==> config.mk <==
export PLATFORM = sky130hd
export DESIGN_NAME = instruction_fetch_unit
export DESIGN_NICKNAME = d
export VERILOG_FILES = /design/src/rtl/instruction_fetch_unit.sv
export SDC_FILE = /design/constraint.sdc
export NUM_CORES = 1
export LEC_CHECK = 0
export BUFFER_PORTS_ARGS = -buffer_cell sky130_fd_sc_hd__buf_2
export CAP_MARGIN = 20
export CORE_AREA = 3 3 80 82
export DETAILED_ROUTE_END_ITERATION = 6
export DIE_AREA = 0 0 83 85
export GPL_ROUTABILITY_DRIVEN = 1
export PLACE_DENSITY = 0.75
export SKIP_CTS_REPAIR_TIMING = 1
export SLEW_MARGIN = 10
export SYNTH_ARGS = -nofsm -noshare
export SYNTH_HDL_FRONTEND = slang
export SYNTH_SLANG_ARGS = --single-unit
==> constraint.sdc <==
create_clock -name clk -period 2.55 [get_ports clk]
set_input_delay 0 -clock clk [delete_from_list [all_inputs] [get_ports clk]]
set_output_delay 0 -clock clk [all_outputs]
set_load 0.03 [all_outputs]
==> src/rtl/instruction_fetch_unit.sv <==
// Fetch stage: drives a 1-cycle-latency instruction ROM and presents instructions to decode.
// Ports: clk/reset, nop/branch_taken/branch_address in, imem_address/imem_data ROM, fetch outputs.
module instruction_fetch_unit #(
  parameter logic [15:0] PC_RESET    = 16'h0000,
  parameter logic [15:0] PC_STEP     = 16'h0001,
  parameter logic [4:0]  HALT_OPCODE = 5'b11111
) (
  input  logic        clk,
  input  logic        reset,
  input  logic [1:0]  nop,
  input  logic        branch_taken,
  input  logic [15:0] branch_address,
  output logic [15:0] imem_address,
  input  logic [19:0] imem_data,
  output logic [15:0] pc_fetch,
  output logic [19:0] instruction_fetch,
  output logic        fetch_valid,
  output logic [1:0]  flush_decode,
  output logic [15:0] instr_count
);

  typedef enum logic [1:0] {
    FILL,
    RUN,
    HALTED
  } state_t;

  state_t      state_q;
  state_t      state_d;
  logic [15:0] fetch_pc_q;
  logic [15:0] fetch_pc_d;
  logic [15:0] count_q;
  logic        stall;
  logic        take_br;
  logic        halt_go;
  logic        accept;

  // Priority is stall > branch > halt > step; decoded into
  // mutually exclusive terms so the one-hot case holds.
  assign stall   = |nop;
  assign take_br = !stall && branch_taken;
  assign halt_go = !stall && !branch_taken &&
                   (imem_data[19:15] == HALT_OPCODE);

  assign accept = fetch_valid && !stall &&
                  (flush_decode == 2'b00);

  assign instr_count = count_q;

  always_comb begin
    state_d           = state_q;
    fetch_pc_d        = fetch_pc_q;
    imem_address      = fetch_pc_q;
    pc_fetch          = 16'h0000;
    instruction_fetch = 20'h00000;
    fetch_valid       = 1'b0;
    flush_decode      = 2'b00;
    if (reset) begin
      // Reset overrides any stall or redirect in flight.
      state_d      = FILL;
      fetch_pc_d   = PC_RESET;
      imem_address = PC_RESET;
    end else begin
      unique case (state_q)
        FILL: begin
          state_d = RUN;
        end
        RUN: begin
          instruction_fetch = imem_data;
          pc_fetch          = fetch_pc_q;
          fetch_valid       = 1'b1;
          unique case (1'b1)
            stall: begin
              imem_address = fetch_pc_q;
            end
            take_br: begin
              imem_address = branch_address;
              fetch_pc_d   = branch_address;
              flush_decode = 2'b01;
            end
            halt_go: begin
              imem_address = fetch_pc_q;
              state_d      = HALTED;
            end
            default: begin
              imem_address = fetch_pc_q + PC_STEP;
              fetch_pc_d   = fetch_pc_q + PC_STEP;
            end
          endcase
        end
        HALTED: begin
          pc_fetch = fetch_pc_q;
          if (branch_taken) begin
            imem_address = branch_address;
            fetch_pc_d   = branch_address;
            state_d      = RUN;
          end
        end
        default: begin
          state_d = FILL;
        end
      endcase
    end
  end

  always_ff @(posedge clk) begin
    if (reset) begin
      state_q    <= FILL;
      fetch_pc_q <= PC_RESET;
      count_q    <= 16'h0000;
    end else begin
      state_q    <= state_d;
      fetch_pc_q <= fetch_pc_d;
      if (accept) count_q <= count_q + 16'h0001;
    end
  end

endmodule

==> results of run 1 <==
==> registers in the layout, indices dropped and copies added (netlist names) <==
register     flops
state_q          2
instr_count     16
fetch_pc_q      16
==> critical path, delay by kind of cell (launching register included) <==
kind,cells,cell delay [ns]
fa+ha+maj,1,0.17
simple gates,3,0.67
compound gates,2,0.38
buf+inv,3,0.58
flops,1,0.34
==> layer usage <==
metal / global-route usage, % / up-vias / part of all wire [%]
li1: - / 1470 / -
met1: 28.44 / 1379 / 42
met2: 38.63 / 176 / 48
met3: 4.272 / 20 / 8.1
met4: 7.578 / 0 / 1.7
met5: 0 / - / 0
==> cell usage in the layout (no fill, tap or decap), drive strengths merged, types with 7 or more instances in the layout <==
| cell | instances |
|---|---|
| buf | 123 |
| nor2 | 40 |
| and2 | 40 |
| dfxtp | 34 |
| nand2 | 31 |
| a21oi | 16 |
| nand3 | 14 |
| xor2 | 12 |
| o21ai | 12 |
| nand4 | 11 |
| inv | 8 |
| a31oi | 8 |
| nor3 | 8 |
| o221ai | 7 |
| xnor2 | 7 |
| nor4 | 7 |
==> cells by family (layout without fill, tap and decap cells) <==
group                    Yosys count  after routing  share of synthesized area (%)
multiplexers                      10             10                          4.052
flip-flops                        34             34                          26.24
XOR/XNOR                          19             19                          6.416
adder cells (fa/ha/maj)            6              6                          2.894
AO/OA/AOI/OAI                     78             78                          20.26
AND/OR/NAND/NOR                  171            171                          34.73
buffers and inverters             33            140                          5.258
other                              1              1                         0.1446
==> stage by stage <==
step                utilization, %  setup TNS, ns  worst slack (ns)  power (mW)  instances
floorplan                        -              0           0.05716      0.8334        352
global placement             55.59              0            0.4744      0.9515        526
detailed placement           55.59              0            0.3763      0.9592        526
CTS                          58.05              0           0.08808       1.592        534
global route                 58.09      -0.003296         -0.003296       1.656        534
finish                       58.09              0            0.1077       1.589        534
==> worst max-delay path by stage <==
| stage | from | to | slack, ns | cells after the start |
|---|---|---|---|---|
| 5_1_grt | state_q[1] | imem_address[15] | -0.003 | 9 |
| 4_1_cts | state_q[1] | imem_address[15] | 0.09 | 9 |
| 3_3_place_gp | state_q[1] | instr_count[9] | 0.47 | 7 |
| 3_5_place_dp | state_q[1] | instr_count[9] | 0.38 | 7 |
| 6_report | state_q[1] | imem_address[15] | 0.11 | 9 |
| 2_1_floorplan | state_q[0] | fetch_pc_q[3] | 0.06 | 6 |
==> power by group <==
group	leakage (nW)	total, mW	switching [mW]	internal (mW)
Sequential	0.275	0.574	0.0272	0.546
Clock	0.0714	0.633	0.215	0.417
Combinational	1.17	0.383	0.242	0.141
==> cell type report <==
class / instances / area, um2 / area share (%)
repair buffers: 123 / 648.1 / 19.19
inverters: 9 / 33.78 / 1.000
clock inverters: 2 / 60.06 / 1.778
flip-flops and latches: 34 / 680.7 / 20.15
clock buffers: 6 / 82.58 / 2.444
multi-input cells: 285 / 1779 / 52.67
well taps: 75 / 93.84 / 2.778
==> flow_summary_export.csv, run 1 <==
group,metric,value,unit
finish,drive_above_1_share,30.50,%
logic_synthesis,synth-edff-count,0,
timing,setup_viol,0,
routing,vias,3045,
worst_setup_path,regToRegEndpoint,"instr_count[9]",
worst_hold_path,holdCritPathClass,"in2reg",
worst_setup_path,critPathCaptureType,"output port",
floorplan,io_pins,112,
logic_synthesis,avgSynthCellArea,7.369,um2
clock_network,clkTransAtPathRegs,0.08,ns
global_routing,grt_overflow_total,0,
place,io_buffers,110,
clock_network,h-tree-depth,2,
worst_setup_path,worstReg2RegStart,"state_q[1]",
worst_setup_path,r2r_cells,7,
global_routing,grt_pass1_wl,13410,um
place,place_hpwl,6189,um
routing,drtIter0Drc,274,
routing,drc,0,
finish,n_antenna_cell,0,
finish,n_fill_cell,583,
timing,tightestPinTransition,0.5486,ns
global_routing,grt_usage,22.52,%
logic_synthesis,synth_cells,352,
logic_synthesis,ys_ff_latch,34,
clock_network,clock_latency,0.29,ns
pwr,power.leakage,1.514,nW
logic_synthesis,netlist.area_leader.share,26.24,%
worst_setup_path,crit_fanout,16,
worst_setup_path,crit_chain,"inv_1, ha_1, buf_4, nor2b_1, and2_1, nand3_1, o211ai_1, a21boi_1, buf_2",
worst_hold_path,min_to,"fetch_pc_q[13]",
logic_synthesis,yosysSeqAreaShare,26.24,%
timing,hold_viol_final,0,
pwr,vdd_drop_max,505.8,uV
floorplan,initial_core_util,44.60,%
logic_synthesis,synth_top_cell_by_area,"dfxtp_1",
logic_synthesis,synth_common_cells,"nor2_1, and2_1, dfxtp_1",
logic_synthesis,synth_ff_type,"dfxtp_1",
global_routing,antenna_found_initial,0,
clock_network,cts_buffers,5,
routing,postRouteAntennaNets,0,
place,placed_cell_area,0.003233,mm2
worst_setup_path,start_kind,"flop",
timing,fin_crit,2.442,ns
floorplan,die_area,0.007055,mm2
logic_synthesis,syn-cell-area,0.002594,mm2
logic_synthesis,yosys.cell_types.count,53,
worst_setup_path,cp.required,2.55,ns
worst_setup_path,cpPeakStageDelay,0.34,ns
timing,holdWs,0.07927,ns
logic_synthesis,synthArstFlopShare,0,%
routing,avgViaCountPerCell,5.702,
finish,stdcell_area,0.003378,mm2
place,place.gp.congestion,0.9005,
logic_synthesis,synth.net_count,399,
global_routing,grt_max_degree,31,
finish,final_nets,505,
timing,maxSlewViolCount,0,
floorplan,fp.dieH,85,um
worst_setup_path,crit_arrival,2.44,ns
routing,first_pass_iters,5,
timing,clock_skew,0.008358,ns
logic_synthesis,ys_warn_count,0,
worst_hold_path,hp-start,"branch_address[13]",
clock_network,clock_path_buffers,2,
clock_network,cts-root-buf,"clkbuf_8",
floorplan,die_x,83,um
worst_setup_path,path_class,"reg2out",
floorplan,coreArea,0.005816,mm2
worst_setup_path,slowest_stage,"dfxtp_1",
routing,wl,8286,um
logic_synthesis,yosys-top-cells-area,"dfxtp_1, and2_1, nor2_1",
floorplan,row_count,28,
logic_synthesis,yosysMostFrequentCell,"nor2_1",
status,status,"finished clean",
global_routing,first_global_vias,2844,
timing,fmax,0.4095,GHz
finish,area_growth_syn_to_layout,30.25,%
timing,post-route-period-util,95.78,%
worst_setup_path,reg2reg_setup_slack,0.36,ns
clock_network,cts_tree,"done",
worst_hold_path,min_path_cells,3,
flow_run,drv_cap,0,
routing,wl_per_cell,15.52,um
clock_network,clkSinkCount,34,
pwr,power_density,470.3,mW/mm2
timing,relSlewSlack,63.09,%
No activity file was read; power rests on OpenSTA's default activity.
==> run 2, diff against run 1 <==
--- a/config.mk
+++ b/config.mk
@@ -8,11 +8,13 @@
 export BUFFER_PORTS_ARGS = -buffer_cell sky130_fd_sc_hd__buf_2
 export CAP_MARGIN = 20
 export CORE_AREA = 3 3 80 82
+export CTS_BUF_LIST = sky130_fd_sc_hd__clkbuf_16
 export DETAILED_ROUTE_END_ITERATION = 6
 export DIE_AREA = 0 0 83 85
 export GPL_ROUTABILITY_DRIVEN = 1
 export PLACE_DENSITY = 0.75
 export SKIP_CTS_REPAIR_TIMING = 1
+export SKIP_LAST_GASP = 1
 export SLEW_MARGIN = 10
 export SYNTH_ARGS = -nofsm -noshare
 export SYNTH_HDL_FRONTEND = slang
==> flow_summary_export.csv, run 2 (same netlist as run 1, synthesis figures left out) <==
group,metric,value,unit
clock_network,clkSinkCount,34,
clock_network,h-tree-depth,2,
global_routing,grt_max_degree,31,
worst_setup_path,cp-startpoint,"state_q[1]",
finish,n_antenna_cell,0,
worst_setup_path,path_buf_inv,3,
floorplan,die_x,83,um
pwr,vdd_drop_max,508.5,uV
timing,fin_crit,2.398,ns
flow_run,drv_cap,0,
worst_setup_path,start_kind,"flop",
global_routing,antenna_found_initial,0,
pwr,power.leakage,1.534,nW
pwr,power_density,510.9,mW/mm2
timing,tightestPinTransition,0.5574,ns
timing,relSlewSlack,62.50,%
clock_network,cts_buffers,5,
place,io_buffers,110,
worst_setup_path,slowest_stage,"dfxtp_1",
worst_setup_path,cp.required,2.55,ns
floorplan,io_pins,112,
finish,n_fill_cell,574,
place,place.gp.congestion,0.9005,
clock_network,clock_latency,0.28,ns
timing,holdWs,0.09057,ns
timing,post-route-period-util,94.03,%
clock_network,clock_path_buffers,2,
worst_setup_path,path_class,"reg2out",
clock_network,clkTransAtPathRegs,0.06,ns
clock_network,cts-root-buf,"clkbuf_16",
place,placed_cell_area,0.003233,mm2
worst_setup_path,crit_chain,"inv_1, ha_1, buf_4, nor2b_1, and2_1, nand3_1, o211ai_1, a21boi_1, buf_2",
routing,wl,8246,um
floorplan,die_area,0.007055,mm2
timing,maxSlewViolCount,0,
worst_setup_path,critPathCaptureType,"output port",
routing,vias,3049,
status,status,"finished clean",
global_routing,grt_pass1_wl,13440,um
routing,wl_per_cell,15.44,um
finish,drive_above_1_share,30.28,%
worst_hold_path,hp-start,"branch_address[12]",
routing,avgViaCountPerCell,5.710,
finish,final_nets,505,
worst_setup_path,crit_fanout,16,
floorplan,fp.dieH,85,um
finish,most-common-layout-cells,"buf_2, nor2_1, and2_1",
timing,tns,0,ns
floorplan,initial_core_util,44.60,%
worst_setup_path,worstReg2RegStart,"state_q[1]",
finish,final_util,58.89,%
timing,rsz0062_at_grt,"false",
timing,hold_viol_final,0,
worst_setup_path,critical-path-top-delay-family,"simple AND/OR/NAND/NOR gates",
worst_hold_path,holdCritPathClass,"in2reg",
routing,drc,0,
routing,first_pass_iters,5,
place,place_hpwl,6189,um
global_routing,first_global_vias,2806,
routing,drtIter0Drc,222,
global_routing,grt_overflow_total,0,
finish,mostFrequentLayoutCell,"buf_2",
timing,fmax,0.4171,GHz
timing,setup_viol,0,
worst_setup_path,cpPeakStageDelay,0.33,ns
floorplan,coreArea,0.005816,mm2
finish,stdcell_area,0.003425,mm2
pwr,total_power,1.750,mW
routing,postRouteAntennaNets,0,
worst_setup_path,crit_arrival,2.40,ns
clock_network,cts_tree,"done",
timing,clock_skew,0.005372,ns
global_routing,grt_usage,22.51,%
floorplan,row_count,28,
finish,area_growth_syn_to_layout,32.03,%
[run 2: changes by cell type in the layout (fill, tap and decap cells not counted), sizes merged]
cell    delta
clkbuf     -1
clkinv     +1
[run 2: final timing paths]
| kind | endpoint | slack, ns | cells after the start |
|---|---|---|---|
| hold / removal | fetch_pc_q[12] | 0.09 | 3 |
| setup / recovery | imem_address[15] | 0.15 | 9 |
| hold reg to reg | instr_count[1] | 0.50 | 2 |
| setup reg to reg | instr_count[9] | 0.36 | 7 |
[run 2: worst register-to-register path: cells and delay by family (launching register included)]
family,cells,cell delay [ns]
xor+xnor,1,0.15
buf+inv,1,0.09
flops,1,0.33
simple gates,4,1.32
fa+ha+maj,1,0.17
[run 2: final cells by class]
| class | count | area [um2] | share of cell area (%) |
|---|---|---|---|
| clock buffers | 5 | 125.1 | 3.654 |
| clock inverters | 3 | 63.81 | 1.863 |
| inverters | 9 | 33.78 | 0.9865 |
| multi-input cells | 285 | 1779 | 51.95 |
| flip-flops and latches | 34 | 680.7 | 19.88 |
| well taps | 75 | 93.84 | 2.740 |
| repair buffers | 123 | 648.1 | 18.93 |
[run 2: per-stage QoR]
stage | std cells | setup slack [ns]
after floorplan | 352 | 0.05716
after global placement | 526 | 0.4744
after detailed placement | 526 | 0.3763
after CTS | 534 | 0.1096
after global routing | 534 | 0.01294
final | 534 | 0.1523
[run 2: where the power goes]
| group | internal, mW | switching (mW) | leakage [nW] | total (mW) |
|---|---|---|---|---|
| Combinational | 0.141 | 0.240 | 1.17 | 0.381 |
| Sequential | 0.547 | 0.0269 | 0.275 | 0.574 |
| Clock | 0.557 | 0.238 | 0.0915 | 0.794 |
| Total | 1.24 | 0.505 | 1.53 | 1.75 |
[run 2: routing by layer]
| metal | wire length (um) | GRT usage, % | vias up |
|---|---|---|---|
| met3 | 673 | 4.175 | 16 |
| met1 | 3415 | 29.06 | 1406 |
| met2 | 4045 | 38.19 | 158 |
| li1 | - | - | 1469 |
| met4 | 111 | 6.984 | 0 |
| met5 | 0 | 0 | - |
